<file path="src/rtl/axis_csum_pkg.sv">
// Shared types and ones'-complement helper for the AXI-Stream checksum appender.
package axis_csum_pkg;

    localparam int unsigned CSUM_DW = 16;
    localparam logic [CSUM_DW-1:0] CSUM_INIT = '0;

    typedef enum logic {
        PASS,
        APPEND
    } state_t;

    // Single end-around carry fold is enough: a + b + 1 never overflows twice.
    function automatic logic [CSUM_DW-1:0] oc_add(input logic [CSUM_DW-1:0] a,
                                                  input logic [CSUM_DW-1:0] b);
        logic [CSUM_DW:0] t;
        t = {1'b0, a} + {1'b0, b};
        return t[CSUM_DW-1:0] + {{(CSUM_DW-1){1'b0}}, t[CSUM_DW]};
    endfunction

endpackage

</file>
<file path="src/rtl/axis_csum_append.sv">
// Passes an AXI-Stream packet through and appends a ones'-complement checksum beat,
// counting packets and force-terminating any that reach MAX_LEN beats.
module axis_csum_append
    import axis_csum_pkg::*;
#(
    parameter int unsigned DW      = CSUM_DW,  // oc_add runs at CSUM_DW; keep these equal
    parameter int unsigned MAX_LEN = 1024,
    parameter int unsigned LW      = $clog2(MAX_LEN + 1)
) (
    input  logic          clk,
    input  logic          rst_n,
    input  logic [DW-1:0] s_tdata,
    input  logic          s_tvalid,
    input  logic          s_tlast,
    output logic          s_tready,
    output logic [DW-1:0] m_tdata,
    output logic          m_tvalid,
    output logic          m_tlast,
    input  logic          m_tready,
    output logic [15:0]   pkt_count,
    output logic          err_len
);

    state_t        state_q, state_d;
    logic [DW-1:0] sum_q, sum_d;
    logic [LW-1:0] beat_cnt_q, beat_cnt_d;
    logic [DW-1:0] m_tdata_q, m_tdata_d;
    logic          m_tvalid_q, m_tvalid_d;
    logic          m_tlast_q, m_tlast_d;
    logic [15:0]   pkt_count_q, pkt_count_d;
    logic          err_len_q, err_len_d;
    logic          run_q;

    logic          slot_free;
    logic          accept;
    logic [LW-1:0] beat_cnt_inc;
    logic          at_max;

    assign slot_free    = !m_tvalid_q || m_tready;
    // run_q keeps s_tready low while reset is asserted and for the first cycle after.
    assign s_tready     = run_q && (state_q == PASS) && slot_free;
    assign accept       = s_tvalid && s_tready;
    assign beat_cnt_inc = beat_cnt_q + LW'(1);
    assign at_max       = (beat_cnt_inc == LW'(MAX_LEN));

    always_comb begin
        state_d     = state_q;
        sum_d       = sum_q;
        beat_cnt_d  = beat_cnt_q;
        m_tdata_d   = m_tdata_q;
        m_tlast_d   = m_tlast_q;
        m_tvalid_d  = m_tvalid_q && !m_tready;
        err_len_d   = 1'b0;
        pkt_count_d = pkt_count_q;

        if (m_tvalid_q && m_tready && m_tlast_q) begin
            pkt_count_d = pkt_count_q + 16'd1;
        end

        unique case (state_q)
            PASS: begin
                if (accept) begin
                    m_tdata_d  = s_tdata;
                    m_tlast_d  = 1'b0;
                    m_tvalid_d = 1'b1;
                    sum_d      = oc_add(sum_q, s_tdata);
                    beat_cnt_d = beat_cnt_inc;
                    if (s_tlast || at_max) begin
                        state_d = APPEND;
                    end
                    err_len_d = at_max && !s_tlast;
                end
            end
            APPEND: begin
                if (slot_free) begin
                    m_tdata_d  = ~sum_q;
                    m_tlast_d  = 1'b1;
                    m_tvalid_d = 1'b1;
                    sum_d      = CSUM_INIT;
                    beat_cnt_d = '0;
                    state_d    = PASS;
                end
            end
        endcase
    end

    always_ff @(posedge clk or negedge rst_n) begin
        if (!rst_n) begin
            state_q     <= PASS;
            sum_q       <= CSUM_INIT;
            beat_cnt_q  <= '0;
            m_tdata_q   <= '0;
            m_tvalid_q  <= 1'b0;
            m_tlast_q   <= 1'b0;
            pkt_count_q <= '0;
            err_len_q   <= 1'b0;
            run_q       <= 1'b0;
        end else begin
            state_q     <= state_d;
            sum_q       <= sum_d;
            beat_cnt_q  <= beat_cnt_d;
            m_tdata_q   <= m_tdata_d;
            m_tvalid_q  <= m_tvalid_d;
            m_tlast_q   <= m_tlast_d;
            pkt_count_q <= pkt_count_d;
            err_len_q   <= err_len_d;
            run_q       <= 1'b1;
        end
    end

    assign m_tdata   = m_tdata_q;
    assign m_tvalid  = m_tvalid_q;
    assign m_tlast   = m_tlast_q;
    assign pkt_count = pkt_count_q;
    assign err_len   = err_len_q;

endmodule

</file>
<file path="config.mk">
export PLATFORM = sky130hd
export DESIGN_NAME = axis_csum_append
export DESIGN_NICKNAME = d
export VERILOG_FILES = /design/src/rtl/axis_csum_pkg.sv /design/src/rtl/axis_csum_append.sv
export SDC_FILE = /design/constraint.sdc
export NUM_CORES = 1
export LEC_CHECK = 0
export CORE_ASPECT_RATIO = 1.2
export CORE_UTILIZATION = 30
export DETAILED_ROUTE_END_ITERATION = 12
export PLACE_DENSITY_LB_ADDON = 0.2
export SYNTH_ARGS = -nofsm -noshare
export SYNTH_HDL_FRONTEND = slang
export SYNTH_SLANG_ARGS = --single-unit
</file>
<file path="constraint.sdc">
create_clock -name clk -period 11.05 [get_ports clk]
set_input_delay 2.21 -clock clk [delete_from_list [all_inputs] [get_ports clk]]
set_output_delay 2.21 -clock clk [all_outputs]
set_load 0.005 [all_outputs]
</file>
==> impl_metrics.json <==
{
  "status": "finished with violations",
  "violations": "DRC",
  "htreeDepth": 3,
  "drt_first_pass_iters": 8,
  "start_util": 0.3058,
  "antenna_found_initial": 0,
  "grt_pass1_wl_um": 16260,
  "hpwl_um": 7133,
  "drt_wl_total_um": 9770,
  "synth_nets": 491,
  "synth_top_flop_cell": "dfrtp_1",
  "viasPerCell": 5.006,
  "antenna_cells": 0,
  "endpoint_kind": "flip-flop",
  "postCtsHoldBufs": 0,
  "seq_area_um2": 1602,
  "finalSetupViolations": 0,
  "synth-xor-area-share": 0.08010,
  "clk_path_buf_depth": 2,
  "synth-seq-cells": 64,
  "fin_skew_ns": 0.006210,
  "cp_cell_sequence": "clkdlybuf4s50_1 > ha_1 > inv_1 > fa_1 > nor2b_4 > o221ai_1 > a211oi_1 > nor2_1 > o21ai_0 > a21o_1 > a21o_1 > ha_1 > nand2b_1 > nor2_1 > nand4_2 > nor4b_4 > nand4_2 > or3_1 > a32o_1",
  "holdWs_ns": 0.4774,
  "grt_overflow": 0,
  "ys_types": 54,
  "slew_headroom": 0.2689,
  "cp.required_ns": 11.27,
  "worst-path-stages": 19,
  "drc": 3,
  "clock_latency_ns": 0.33,
  "grt_max_degree": 65,
  "core_um2": 13180,
  "yosys.area_share.simple": 0.1971,
  "crit_start": "s_tdata[0]",
  "power_per_cell_area_nw_per_um2": 254.7,
  "fin_crit_ns": 6.424,
  "post_cts_resized": 0,
  "fmax_mhz": 155.7,
  "synth_top_family_by_area": "simple AND/OR/NAND/NOR gates",
  "drt-initial-drc-count": 101,
  "cts.clk_slew.worst_paths_ns": 0.06,
  "die_h_um": 129.0,
  "wl_per_cell_um": 14.60,
  "hold_class": "flip-flop to flip-flop",
  "grt_setup_unrepaired": "false",
  "ant_nets": 0,
  "cp.arrival_ns": 6.65,
  "num_io_pins": 57,
  "ys_seq_area_frac": 0.3974,
  "multi_input_area_um2": 2253,
  "path_max_fanout": 5,
  "path_class": "primary input to flip-flop",
  "filler_cell_count": 1336,
  "hold_viol_final": 0,
  "critPathBufInv": 2,
  "rrSetupSlack_ns": 6.59,
  "die_w_um": 107.8,
  "grt_usage": 0.1514,
  "synth-compound-area-share": 0.1633,
  "syn-cell-area_um2": 4030,
  "synthMuxAreaShare": 0.04781,
  "drive_gt1_frac": 0.06188,
  "synthAdderAreaFrac": 0.06706,
  "tightest_slew_ns": 1.094,
  "cts_buffers": 9,
  "r2r-start": "sum_q[0]$_DFFE_PN0P_",
  "synth_area_leaders": "dfrtp_1, o21ai_0, ha_1",
  "crit_slowest_cell": "clkdlybuf4s50_1",
  "cts_tree": "built",
  "finalMaxSlewViolations": 0,
  "syn2layout_area_growth_pct": 25.61,
  "final.setup.tns_ns": 0,
  "worst_setup_path_start_kind": "primary input",
  "async_flop_share": 1.000,
  "gp_congestion": 0.8291,
  "leakage_nw": 2.178,
  "die-area_um2": 13900,
  "cts.sink_count": 64,
  "reg2reg_depth": 18,
  "min_period_over_period": 0.5814,
  "synth_area_per_cell_um2": 8.976,
  "synth.top_cell.area_share": 0.3974,
  "root_buffer": "clkbuf_16",
  "synth_top_area_cell": "dfrtp_1",
  "nets": 538,
  "setup.worst_path.end": "sum_q[15]$_DFFE_PN0P_",
  "grt_pass1_vias": 3360,
  "num_vias": 3349,
  "drv_cap": 0,
  "syn_inst": 449,
  "crit_family": "simple AND/OR/NAND/NOR gates",
  "num_rows": 46,
  "ir_drop_uv": 90.17,
  "synth-edff-count": 0,
  "slowest_delay_ns": 0.50,
  "r2r_end": "sum_q[15]$_DFFE_PN0P_",
  "postCtsSetupBuffers": 0,
  "portBuffers": 56,
  "synth_warnings": 0
}
## how the worst min path moves through the flow
stage	from	end	cells past startpoint
finish	m_tdata[9]$_DFFE_PN0P_	m_tdata[9]$_DFFE_PN0P_	2
global route	m_tdata[9]$_DFFE_PN0P_	m_tdata[9]$_DFFE_PN0P_	2
CTS	m_tdata[9]$_DFFE_PN0P_	m_tdata[9]$_DFFE_PN0P_	2
detailed placement	m_tdata[9]$_DFFE_PN0P_	m_tdata[9]$_DFFE_PN0P_	2
global placement	pkt_count[15]$_DFFE_PN0P_	pkt_count[15]$_DFFE_PN0P_	1
floorplan	beat_cnt_q[10]$_DFFE_PN0P_	beat_cnt_q[10]$_DFFE_PN0P_	1
## synthesized netlist by cell type, types with 5 or more instances
library cell,count
nor2_1,24
a21o_1,5
clkbuf_1,17
inv_1,23
a21oi_1,15
nor3_1,6
xnor2_1,20
mux2i_1,17
and3_1,11
o21ai_0,51
xor2_1,15
o31ai_1,6
buf_2,5
ha_1,20
nand2_1,59
nand3_1,21
o21a_1,5
nand4_1,8
dfrtp_1,64
## registers in the layout (all words and copies together) (netlist names)
register and count:
m_tlast 1, beat_cnt_q 11, m_tvalid 1, m_tdata 16
run_q 1, err_len 1, state_q 1, sum_q 16
pkt_count 16
## cell type report
type / instances / share of cell area
well taps: 168 / 0.04152
flip-flops and latches: 64 / 0.3164
repair buffers: 59 / 0.1142
clock buffers: 12 / 0.05067
multi-input cells: 339 / 0.4451
clock inverters: 4 / 0.01508
inverters: 23 / 0.01705
## tightest hold or removal path: cells and delay by family (launching register included)
kind	cells	cell delay, ns
AO/OA/AOI/OAI	1	0.06
flip-flops	1	0.33
AND/OR/NAND/NOR	1	0.05
## cell usage in the layout (no fill, tap or decap), drive strengths merged, types with 3 or more instances in the layout
cell / synthesis / final
a211oi: 5 / 5
a21oi: 15 / 15
nor4b: 3 / 3
clkdlybuf4s50: 0 / 55
and2: 4 / 4
a21o: 5 / 5
or3: 4 / 4
nand2b: 4 / 4
o31ai: 6 / 6
and3: 12 / 12
xnor2: 21 / 21
nand3: 21 / 21
xor2: 15 / 15
o21a: 5 / 5
nor2: 24 / 24
nor3: 6 / 6
o21ai: 51 / 51
mux2i: 17 / 17
clkbuf: 17 / 12
buf: 6 / 4
ha: 20 / 20
dfrtp: 64 / 64
a31oi: 4 / 4
nand2: 59 / 59
nand4: 10 / 10
inv: 23 / 23
## report_power, final
part | switching, mW | internal [mW]
sequential | 0.0549 | 0.308
combinational | 0.327 | 0.283
clock | 0.107 | 0.210
## stage by stage
step / power, mW / std cells / util / cell area, um^2 / worst slack, ns
after floorplan: 0.7752 / 449 / - / 4030 / 5.251
after global placement: 0.9737 / 653 / 0.3588 / 4730 / 4.400
after detailed placement: 0.9818 / 653 / 0.3588 / 4730 / 4.214
after CTS: 1.306 / 669 / 0.3841 / 5062 / 4.559
after global routing: 1.393 / 669 / 0.3841 / 5062 / 4.233
final: 1.289 / 669 / 0.3841 / 5062 / 4.626
## cell families after synthesis
logic type	count (synthesis)
compound gates	107
xor+xnor	36
fa+ha+maj	21
buf+inv	46
flops	64
mux	19
other cells	1
simple gates	155
## layer usage
| metal | track usage | up-vias | routed length, um |
|---|---|---|---|
| li1 | - | 1681 | - |
| met1 | 0.1761 | 1597 | 4333 |
| met2 | 0.2681 | 54 | 4963 |
| met3 | 0.02888 | 17 | 265 |
| met4 | 0.06769 | 0 | 208 |
| met5 | 0 | - | 0 |
No activity file was read; power rests on OpenSTA's default activity.
